File: config.mk
export PLATFORM = sky130hd
export DESIGN_NAME = seg7_scan_decoder
export DESIGN_NICKNAME = d
export VERILOG_FILES = /design/src/rtl/seg7_pkg.sv /design/src/rtl/seg7_glyph_decode.sv /design/src/rtl/seg7_scan_decoder.sv
export SDC_FILE = /design/constraint.sdc
export NUM_CORES = 1
export LEC_CHECK = 0
export ABC_AREA = 1
export BUFFER_PORTS_ARGS = -buffer_cell sky130_fd_sc_hd__buf_2
export CAP_MARGIN = 20
export CORE_AREA = 2 2 115 145
export CTS_BUF_LIST = sky130_fd_sc_hd__clkbuf_8 sky130_fd_sc_hd__clkbuf_16
export CTS_CLUSTER_DIAMETER = 60
export CTS_CLUSTER_SIZE = 28
export DETAILED_ROUTE_END_ITERATION = 10
export DIE_AREA = 0 0 117 147
export GPL_TIMING_DRIVEN = 0
export SETUP_SLACK_MARGIN = 0.5
export SYNTH_ARGS = -nofsm -noshare
export SYNTH_HDL_FRONTEND = slang
export SYNTH_SLANG_ARGS = --single-unit
File: constraint.sdc
create_clock -name clk -period 4.1 [get_ports clk]
set_clock_uncertainty 0.05 [all_clocks]
set_input_delay 0.205 -clock clk [delete_from_list [all_inputs] [get_ports clk]]
set_output_delay 0.205 -clock clk [all_outputs]
set_load 0.02 [all_outputs]
File: src/rtl/seg7_pkg.sv
// Shared seven-segment glyph set (active-high a..g), digit count and scan-decoder FSM states.
// Used by both the display encoder and the scan decoder so the two agree on every glyph.
package seg7_pkg;

  localparam int SEG7_DIGITS = 8;

  localparam logic [6:0] GLYPH_0 = 7'h3F;
  localparam logic [6:0] GLYPH_1 = 7'h06;
  localparam logic [6:0] GLYPH_2 = 7'h5B;
  localparam logic [6:0] GLYPH_3 = 7'h4F;
  localparam logic [6:0] GLYPH_4 = 7'h66;
  localparam logic [6:0] GLYPH_5 = 7'h6D;
  localparam logic [6:0] GLYPH_6 = 7'h7D;
  localparam logic [6:0] GLYPH_7 = 7'h07;
  localparam logic [6:0] GLYPH_8 = 7'h7F;
  localparam logic [6:0] GLYPH_9 = 7'h6F;
  localparam logic [6:0] GLYPH_A = 7'h77;
  localparam logic [6:0] GLYPH_B = 7'h7C;
  localparam logic [6:0] GLYPH_C = 7'h39;
  localparam logic [6:0] GLYPH_D = 7'h5E;
  localparam logic [6:0] GLYPH_E = 7'h79;
  localparam logic [6:0] GLYPH_F = 7'h71;

  typedef enum logic [1:0] {
    S_IDLE,
    S_SETTLE,
    S_HOLD
  } seg7_state_e;

  // Encoder-side lookup: nibble to active-high segment pattern.
  function automatic logic [6:0] seg7_glyph(input logic [3:0] nib);
    logic [6:0] g;
    case (nib)
      4'h0: g = GLYPH_0;
      4'h1: g = GLYPH_1;
      4'h2: g = GLYPH_2;
      4'h3: g = GLYPH_3;
      4'h4: g = GLYPH_4;
      4'h5: g = GLYPH_5;
      4'h6: g = GLYPH_6;
      4'h7: g = GLYPH_7;
      4'h8: g = GLYPH_8;
      4'h9: g = GLYPH_9;
      4'hA: g = GLYPH_A;
      4'hB: g = GLYPH_B;
      4'hC: g = GLYPH_C;
      4'hD: g = GLYPH_D;
      4'hE: g = GLYPH_E;
      default: g = GLYPH_F;
    endcase
    return g;
  endfunction

endpackage

File: src/rtl/seg7_glyph_decode.sv
// Combinational glyph decode: active-high a..g pattern to hex nibble, zero latency, no backpressure.
// Unrecognised patterns return nibble 0 with err set.
module seg7_glyph_decode
  import seg7_pkg::*;
(
  input  logic [6:0] pattern,
  output logic [3:0] nibble,
  output logic       err
);

  always_comb begin
    nibble = 4'h0;
    err    = 1'b0;
    case (pattern)
      GLYPH_0: nibble = 4'h0;
      GLYPH_1: nibble = 4'h1;
      GLYPH_2: nibble = 4'h2;
      GLYPH_3: nibble = 4'h3;
      GLYPH_4: nibble = 4'h4;
      GLYPH_5: nibble = 4'h5;
      GLYPH_6: nibble = 4'h6;
      GLYPH_7: nibble = 4'h7;
      GLYPH_8: nibble = 4'h8;
      GLYPH_9: nibble = 4'h9;
      GLYPH_A: nibble = 4'hA;
      GLYPH_B: nibble = 4'hB;
      GLYPH_C: nibble = 4'hC;
      GLYPH_D: nibble = 4'hD;
      GLYPH_E: nibble = 4'hE;
      GLYPH_F: nibble = 4'hF;
      default: err    = 1'b1;
    endcase
  end

endmodule

File: src/rtl/seg7_scan_decoder.sv
// Passive 7-seg scan monitor rebuilding the 8-digit frame; capture lands SETTLE_CYC edges after pins settle.
// No backpressure (observer only); define SEG7_DEC_DP_EN to capture per-digit decimal points into dp_o.
module seg7_scan_decoder
  import seg7_pkg::*;
#(
  parameter int SETTLE_CYC  = 4,
  parameter int TIMEOUT_CYC = 1048576
) (
  input  logic        clk,
  input  logic        rstn,
  input  logic [7:0]  disp_seg_i,
  input  logic [7:0]  disp_an_i,
  output logic [31:0] frame_o,
  output logic        frame_valid_o,
  output logic [7:0]  digit_err_o,
  output logic [7:0]  dp_o,
  output logic        timeout_o
);

  localparam int SW = $clog2(SETTLE_CYC + 1);
  localparam int TW = $clog2(TIMEOUT_CYC + 1);
  localparam logic [SW-1:0] SETTLE_MAX  = SW'(SETTLE_CYC);
  localparam logic [TW-1:0] TIMEOUT_MAX = TW'(TIMEOUT_CYC);

  logic [7:0]    seg_q;
  logic [7:0]    an_q;
  logic [7:0]    an_lock;
  logic [7:0]    an_sel;
  seg7_state_e   state;
  logic [SW-1:0] settle_cnt;
  logic [SW-1:0] settle_inc;
  logic [TW-1:0] tmo_cnt;
  logic          an_valid;
  logic          an_same;
  logic          restart;
  logic          cont;
  logic          capture;
  logic          frame_done;
  logic [2:0]    dig_idx;
  logic [6:0]    seg_pat;
  logic [3:0]    dec_nib;
  logic          dec_err;
  logic [7:0]    seen;
  logic [7:0]    seen_nx;
  logic [3:0]    shadow_nib [SEG7_DIGITS];
  logic [7:0]    shadow_err;
  logic [31:0]   frame_nx;
  logic [7:0]    err_nx;

  always_ff @(posedge clk or negedge rstn) begin
    if (!rstn) begin
      seg_q <= 8'hFF;
      an_q  <= 8'hFF;
    end else begin
      seg_q <= disp_seg_i;
      an_q  <= disp_an_i;
    end
  end

  // Blanking (no anode low) and ghosting (several low) both count as invalid.
  assign an_sel   = ~an_q;
  assign an_valid = (an_sel != 8'h00) && ((an_sel & (an_sel - 8'h01)) == 8'h00);
  assign an_same  = (an_q == an_lock);

  always_comb begin
    dig_idx = 3'd0;
    for (int i = 0; i < SEG7_DIGITS; i++) begin
      if (an_sel[i]) dig_idx = 3'(i);
    end
  end

  assign seg_pat = ~seg_q[6:0];

  seg7_glyph_decode u_glyph (
    .pattern (seg_pat),
    .nibble  (dec_nib),
    .err     (dec_err)
  );

  // A fresh valid anode starts a run at count 1, so SETTLE_CYC==1 captures on that same edge.
  assign restart    = an_valid && ((state == S_IDLE) || !an_same);
  assign cont       = an_valid && (state == S_SETTLE) && an_same;
  assign settle_inc = (settle_cnt == SETTLE_MAX) ? settle_cnt : settle_cnt + SW'(1);
  assign capture    = (restart && (SETTLE_CYC == 1)) || (cont && (settle_inc == SETTLE_MAX));
  assign seen_nx    = seen | (8'h01 << dig_idx);
  assign frame_done = capture && (seen_nx == 8'hFF);

  always_ff @(posedge clk or negedge rstn) begin
    if (!rstn) begin
      state      <= S_IDLE;
      settle_cnt <= '0;
      an_lock    <= 8'hFF;
    end else begin
      case (state)
        S_IDLE: begin
          if (an_valid) begin
            an_lock    <= an_q;
            settle_cnt <= SW'(1);
            state      <= capture ? S_HOLD : S_SETTLE;
          end
        end
        S_SETTLE: begin
          if (!an_valid) begin
            state      <= S_IDLE;
            settle_cnt <= '0;
          end else if (!an_same) begin
            an_lock    <= an_q;
            settle_cnt <= SW'(1);
            state      <= capture ? S_HOLD : S_SETTLE;
          end else begin
            settle_cnt <= settle_inc;
            if (capture) state <= S_HOLD;
          end
        end
        S_HOLD: begin
          if (!an_valid) begin
            state      <= S_IDLE;
            settle_cnt <= '0;
          end else if (!an_same) begin
            an_lock    <= an_q;
            settle_cnt <= SW'(1);
            state      <= capture ? S_HOLD : S_SETTLE;
          end
        end
        default: begin
          state      <= S_IDLE;
          settle_cnt <= '0;
        end
      endcase
    end
  end

  // The completing digit is still in flight, so merge it into the published frame directly.
  always_comb begin
    frame_nx = '0;
    for (int i = 0; i < SEG7_DIGITS; i++) begin
      frame_nx[4*i +: 4] = (dig_idx == 3'(i)) ? dec_nib : shadow_nib[i];
    end
    err_nx          = shadow_err;
    err_nx[dig_idx] = dec_err;
  end

  always_ff @(posedge clk or negedge rstn) begin
    if (!rstn) begin
      seen          <= '0;
      shadow_err    <= '0;
      frame_o       <= '0;
      frame_valid_o <= 1'b0;
      digit_err_o   <= '0;
      for (int i = 0; i < SEG7_DIGITS; i++) shadow_nib[i] <= 4'h0;
    end else begin
      frame_valid_o <= frame_done;
      if (capture) begin
        shadow_nib[dig_idx] <= dec_nib;
        shadow_err[dig_idx] <= dec_err;
        seen                <= frame_done ? 8'h00 : seen_nx;
      end
      if (frame_done) begin
        frame_o     <= frame_nx;
        digit_err_o <= err_nx;
      end
    end
  end

`ifdef SEG7_DEC_DP_EN
  logic [7:0] shadow_dp;
  logic [7:0] dp_nx;

  always_comb begin
    dp_nx          = shadow_dp;
    dp_nx[dig_idx] = ~seg_q[7];
  end

  always_ff @(posedge clk or negedge rstn) begin
    if (!rstn) begin
      shadow_dp <= '0;
      dp_o      <= '0;
    end else begin
      if (capture) shadow_dp[dig_idx] <= ~seg_q[7];
      if (frame_done) dp_o <= dp_nx;
    end
  end
`else
  logic dp_unused;
  assign dp_unused = seg_q[7];
  assign dp_o      = 8'h00;
`endif

  // A frame completing on the very edge the limit is reached takes priority.
  always_ff @(posedge clk or negedge rstn) begin
    if (!rstn) begin
      tmo_cnt   <= '0;
      timeout_o <= 1'b0;
    end else if (frame_done) begin
      tmo_cnt   <= '0;
      timeout_o <= 1'b0;
    end else if (tmo_cnt != TIMEOUT_MAX) begin
      tmo_cnt <= tmo_cnt + TW'(1);
      if (tmo_cnt + TW'(1) == TIMEOUT_MAX) timeout_o <= 1'b1;
    end
  end

endmodule

==> impl_metrics.csv, run 1 <==
group,metric,value,unit
run_status,status,"completed",
clock_tree,cts_setup_buffers,0,
sta,hold_violations,0,
power_and_ir_drop,power_frac_comb,8.2,%
logic_synthesis,yosys.cell_types.count,37,
clock_tree,clockBufferDepth,2,
die,io_pins,68,
sta,worst_hold_slack,0.227,ns
critical_path,worstReg2RegStart,"an_q[6]",
die,start_util,43.8,%
logic_synthesis,yosys.area.top_type,"dfrtp_1",
critical_path,crit_arrival,3.10,ns
clock_tree,cts_tree,"built",
finish,final_nets,1030,
flow_run,maxCapViolCount,0,
logic_synthesis,avgSynthCellArea,7.73,um^2
routing,antenna_left,0,
critical_path,path_max_fanout,10,
critical_path,r2r_slack,1.31,ns
sta,maxSlewHeadroom,42.0,%
logic_synthesis,synthCells,903,
die,die_h,147,um
finish,diodes,0,
sta,finalSetupTns,0,ns
logic_synthesis,ys_seq_area_share,50.3,%
logic_synthesis,synth_top_area_share,41.6,%
global_routing,grt_pass1_vias,5774,
sta,rsz0062_at_grt,"no",
critical_path,critPathKind,"reg -> reg",
power_and_ir_drop,cellLeakagePower,4.36,nW
routing,drt-total-wl,17.0,mm
finish,area_delta_synth_final,20.5,%
clock_tree,htreeDepth,4,
routing,routed_via_density,4.78,
logic_synthesis,yosys_warnings,0,
logic_synthesis,synth_area,6980,um^2
power_and_ir_drop,p_switching,0.807,mW
global_routing,gr-usage-all-layers,21.3,%
die,die_area,17200,um^2
logic_synthesis,async_flop_share,100,%
critical_path,startpoint_type,"flip-flop",
worst_hold_path,min_path_type,"in -> async",
critical_path,cp-end-kind,"flip-flop",
logic_synthesis,ys_ff_latch,139,
clock_tree,clk_pin_slew,0.06,ns
finish,drive_gt1_share,14.4,%
clock_tree,cts-hold-fix-buffers,16,
routing,first_pass_iters,5,
clock_tree,cts_resized,0,
sta,min_period,2.79,ns
power_and_ir_drop,vdd_drop_max,0.000276,V
placement,portBuffers,58,
global_routing,grt_max_degree,98,
power_and_ir_drop,clock_power_share,48.9,%
placement,place_hpwl,12.1,mm
clock_tree,clock-sinks,139,
power_and_ir_drop,p_int,2.66,mW
routing,post_drt_wl_per_cell,13.8,um
global_routing,grt_pass1_wl,28.2,mm
global_routing,antenna_found_initial,0,
sta,maxClockFrequency,358,MHz
clock_tree,clk_latency,0.42,ns
sta,drv_slew,0,
power_and_ir_drop,p_per_area,412,nW/um^2
logic_synthesis,synth_ff_type,"dfrtp_1",
critical_path,reg2reg_depth,11,
die,die_w,117,um
die,rows,52,
die,core_area,15900,um^2
routing,vias,5892,
logic_synthesis,synth_edf_count,0,
global_routing,overflow,0,
critical_path,r2r-end,"digit_err_o[7]",
placement,gp_congestion,0.872,
sta,fin_crit_sh,68.0,%
logic_synthesis,synth_area_leaders,"dfrtp_1 42%, nand2_1 16%, dfstp_2 8.7%",
sta,final-setup-viol-count,0,
sta,worstMarginPinSlew,0.866,ns
clock_tree,root_buffer,"clkbuf_16",
clock_tree,numCtsBuffers,17,
power_and_ir_drop,p_sw_share,23.3,%
critical_path,worstPathRequired,4.41,ns
routing,drc_errors,0,
power_and_ir_drop,p_seq_share,43.0,%
routing,drtIter0Drc,325,
## power by group through the flow
| stage | combinational, mW | clock (mW) | sequential (mW) |
|---|---|---|---|
| after floorplan | 0.191 | 0 | 1.50 |
| after global placement | 0.268 | 0 | 1.51 |
| after detailed placement | 0.275 | 0 | 1.51 |
| after CTS | 0.288 | 1.72 | 1.49 |
| after global routing | 0.337 | 1.78 | 1.50 |
| final | 0.283 | 1.69 | 1.49 |
## worst max-delay path: stages, from the launching register on
cell and delay [ns]:
dfstp_2 0.52, buf_4 0.14, inv_2 0.05, nand2_1 0.05
nand2_1 0.05, nor2_1 0.12, nand2_1 0.06, nor2_1 0.33
nand4_4 0.30, nor3_2 0.77, nand2_1 0.17, nand2_1 0.10
## worst max-delay path by stage
| stage | from | to | slack, ns | cells after the start |
|---|---|---|---|---|
| after floorplan | an_q[6] | frame_o[26] | 1.95 | 14 |
| after CTS | an_q[6] | digit_err_o[7] | 1.27 | 11 |
| after global routing | an_q[6] | digit_err_o[7] | 1.05 | 11 |
| final | an_q[6] | digit_err_o[7] | 1.31 | 11 |
| after global placement | rstn | frame_o[2] | 0.73 | 1 |
| after detailed placement | an_q[6] | digit_err_o[7] | 1.28 | 11 |
## kinds of logic after synthesis
logic type      Yosys count  share of synthesized area (%)
compound gates          133                           9.93
xor+xnor                 11                           1.38
fa+ha+maj                 8                           1.43
buf+inv                 141                           8.50
flops                   139                           50.3
mux                       9                           1.29
other cells               1                         0.0537
simple gates            461                           27.1
## through the flow
step	utilization, %	total power, mW	cell area (um^2)	instances	setup WS (ns)
2_1_floorplan	-	1.69	7000	910	1.95
3_3_place_gp	47.5	1.78	7560	1184	0.734
3_5_place_dp	47.7	1.79	7600	1185	1.28
4_1_cts	52.8	3.49	8410	1233	1.27
5_1_grt	52.8	3.61	8410	1233	1.05
6_report	52.8	3.46	8410	1233	1.31
## placed cells by master, fill, tap and decap left out, types with 5 or more instances in the layout
cell           count
dfrtp_1          116
nand4_1           10
nand3_1           42
mux2i_1            9
bufinv_16          5
dlygate4sd3_1     16
buf_4             10
inv_1            113
o21ai_0          109
buf_2             60
nand2_1          301
clkbuf_1          12
clkbuf_16         17
dfstp_2           23
xor2_1            11
a21oi_1           10
conb_1             8
ha_1               8
nor2_1            86
## cells in the mapped netlist, types with 2 or more instances
| cell type | n |
|---|---|
| a21oi_1 | 10 |
| and2_1 | 2 |
| buf_2 | 3 |
| buf_4 | 10 |
| buf_6 | 3 |
| clkbuf_1 | 12 |
| dfrtp_1 | 116 |
| dfstp_2 | 23 |
| ha_1 | 8 |
| inv_1 | 112 |
| mux2i_1 | 9 |
| nand2_1 | 301 |
| nand2_2 | 2 |
| nand3_1 | 42 |
| nand4_1 | 10 |
| nor2_1 | 86 |
| nor2_2 | 2 |
| nor3_1 | 3 |
| nor4_1 | 2 |
| o21ai_0 | 109 |
| o21ai_1 | 4 |
| o21ai_2 | 4 |
| o21bai_1 | 2 |
| o22ai_1 | 2 |
| or2_2 | 4 |
| xor2_1 | 11 |
## sequential cells by signal (all words and copies together), names as in the netlist
signal / count
an_lock: 8
an_q: 8
digit_err_o: 8
frame_o: 32
frame_valid_o: 1
seen: 8
seg_q: 7
settle_cnt: 3
shadow_err: 8
shadow_nib: 32
state: 2
timeout_o: 1
tmo_cnt: 21
## routing by layer
| metal | routed length (um) | vias up | track usage, % |
|---|---|---|---|
| li1 | - | 3029 | - |
| met1 | 7480 | 2739 | 26.6 |
| met2 | 8620 | 101 | 36.7 |
| met3 | 510 | 23 | 3.63 |
| met4 | 361 | 0 | 7.65 |
| met5 | 0 | - | 0 |
## final cells by class
class	instances	area (um^2)
fillers	1543	7530
inverters	113	424
flip-flops and latches	139	3510
multi-input cells	630	2900
well taps	216	270
plain buffers	28	169
clock inverters	13	198
repair buffers	75	484
clock buffers	19	453
Power figures use the tool's default switching activity.
==> run 2, diff against run 1 <==
Clock period 4.1 ns to 2.9 ns, I/O delays scaled along.
==> impl_metrics.csv, run 2 (same netlist as run 1, synthesis figures left out) <==
group,metric,value,unit
run_status,status,"completed",
finish,diodes,0,
global_routing,overflow,0,
worst_hold_path,min_path_type,"in -> async",
critical_path,critPathKind,"reg -> reg",
sta,worst_hold_slack,0.165,ns
routing,routed_via_density,4.83,
die,die_h,147,um
sta,maxClockFrequency,419,MHz
clock_tree,clk_pin_slew,0.06,ns
critical_path,startpoint_type,"flip-flop",
placement,portBuffers,58,
finish,num-fill-cells,1481,
die,start_util,43.8,%
placement,dpl.cell_count,1185,
die,core_area,15900,um^2
die,io_pins,68,
global_routing,grt_pass1_vias,5866,
sta,min_period,2.39,ns
sta,rsz0062_at_grt,"yes",
global_routing,antenna_found_initial,0,
finish,stdcell_count,1256,
die,die_w,117,um
critical_path,crit_arrival,2.64,ns
finish,regArea,3510,um^2
sta,drv_slew,0,
routing,antenna_left,0,
clock_tree,htreeDepth,4,
finish,top_regs,"frame_o x32, shadow_nib x32, tmo_cnt x21",
power_and_ir_drop,vdd_drop_max,0.000392,V
finish,mostFrequentLayoutCells,"285 x nand2_1, 116 x dfrtp_1, 107 x inv_1",
clock_tree,clockBufferDepth,2,
power_and_ir_drop,p_per_area,558,nW/um^2
sta,hold_violations,0,
power_and_ir_drop,cellLeakagePower,4.59,nW
routing,vias,6065,
finish,multi_input_area,3130,um^2
power_and_ir_drop,finalPower,4.96,mW
die,rows,52,
die,die_area,17200,um^2
sta,fin_crit_sh,82.3,%
finish,final_common_cell,"nand2_1",
finish,final_nets,1053,
global_routing,grt_max_degree,98,
critical_path,worstPathRequired,3.15,ns
clock_tree,clock-sinks,139,
finish,area_delta_synth_final,27.5,%
routing,first_pass_iters,5,
global_routing,gr-usage-all-layers,21.6,%
global_routing,grt_pass1_wl,28.6,mm
critical_path,path_max_fanout,10,
critical_path,cp-end-kind,"flip-flop",
clock_tree,numCtsBuffers,17,
sta,worstMarginPinSlew,0.612,ns
routing,drc_errors,0,
placement,pre_cts_ws,0.0756,ns
routing,post_drt_wl_per_cell,14.2,um
sta,finalSetupTns,0,ns
clock_tree,clk_latency,0.42,ns
routing,drtIter0Drc,348,
flow_run,maxCapViolCount,0,
finish,drive_gt1_share,21.7,%
sta,maxSlewHeadroom,59.0,%
sta,final-setup-viol-count,0,
routing,drt-total-wl,17.8,mm
placement,place_hpwl,12.1,mm
sta,fin_ws,0.513,ns
clock_tree,cts_tree,"built",
placement,gp_congestion,0.872,
clock_tree,root_buffer,"clkbuf_16",
[run 2: changes by cell type in the layout (fill, tap and decap cells not counted), moves of 6 or more]
| cell | change |
|---|---|
| nand2_1 | -16 |
| buf_4 | +25 |
| nor2_1 | -10 |
| o21ai_2 | +7 |
| nand2_2 | +11 |
| o21ai_0 | -12 |
| clkbuf_1 | -10 |
| inv_1 | -6 |
[run 2: report_power, final]
group	switching [mW]	leakage, nW	total, mW	internal (mW)
logic	0.293	2.43	0.461	0.169
clock network	0.833	0.310	2.39	1.56
registers	0.0566	1.84	2.11	2.05
total	1.18	4.59	4.96	3.78
[run 2: timing repair]
item	CTS	global route
setup buffers	7	14
cloned	1	1
pin swaps	2	16
setup endpoints to repair	99	116
endpoints found under the hold margin	57	0
hold buffers	16	0
gates resized for setup	22	97
[run 2: through the flow]
step | area, um^2 | utilization [%]
finish | 8900 | 55.8
global route | 8900 | 55.8
CTS | 8550 | 53.6
detailed placement | 7600 | 47.7
global placement | 7560 | 47.5
floorplan | 7000 | -
[run 2: cell type report]
class | count | share of cell area [%]
buffer | 28 | 2.67
clock buffer | 19 | 5.09
clock inverter | 13 | 2.22
inverter | 113 | 4.81
multi-input combinational | 631 | 35.2
sequential | 139 | 39.4
tap | 216 | 3.04
timing repair buffer | 97 | 7.54
[run 2: path summary, 6_finish.rpt]
| path | slack [ns] | from | depth (start not counted) | end |
|---|---|---|---|---|
| max | 0.51 | an_q[2] | 12 | frame_o[30] |
| min | 0.17 | rstn | 2 | settle_cnt[0] |
| min reg2reg | 0.42 | digit_err_o[6] | 2 | digit_err_o[6] |
| max in group asynchronous | 1.81 | rstn | 3 | seg_q[0] |
| min in group clk | 0.31 | disp_seg_i[1] | 2 | seg_q[1] |
| max reg2reg | 0.51 | an_q[2] | 12 | frame_o[30] |
[run 2: layer usage]
| layer | track usage [%] | share of wire [%] | vias to the layer above |
|---|---|---|---|
| met3 | 3.84 | 2.6 | 26 |
| met1 | 27.1 | 44 | 2871 |
| met2 | 36.9 | 51 | 91 |
| li1 | - | - | 3077 |
| met4 | 8.18 | 2.1 | 0 |
| met5 | 0 | 0 | - |
[run 2: critical path, cell delays in order (launching register included)]
cell and delay (ns):
dfstp_2 0.58, buf_4 0.15, a21boi_0 0.09, nor2_1 0.14, nand2_2 0.10, nor2_4 0.22
nand4_4 0.19, nor2_2 0.16, nand2_2 0.13, buf_12 0.17, buf_12 0.14, nand2_1 0.05
o21ai_1 0.07
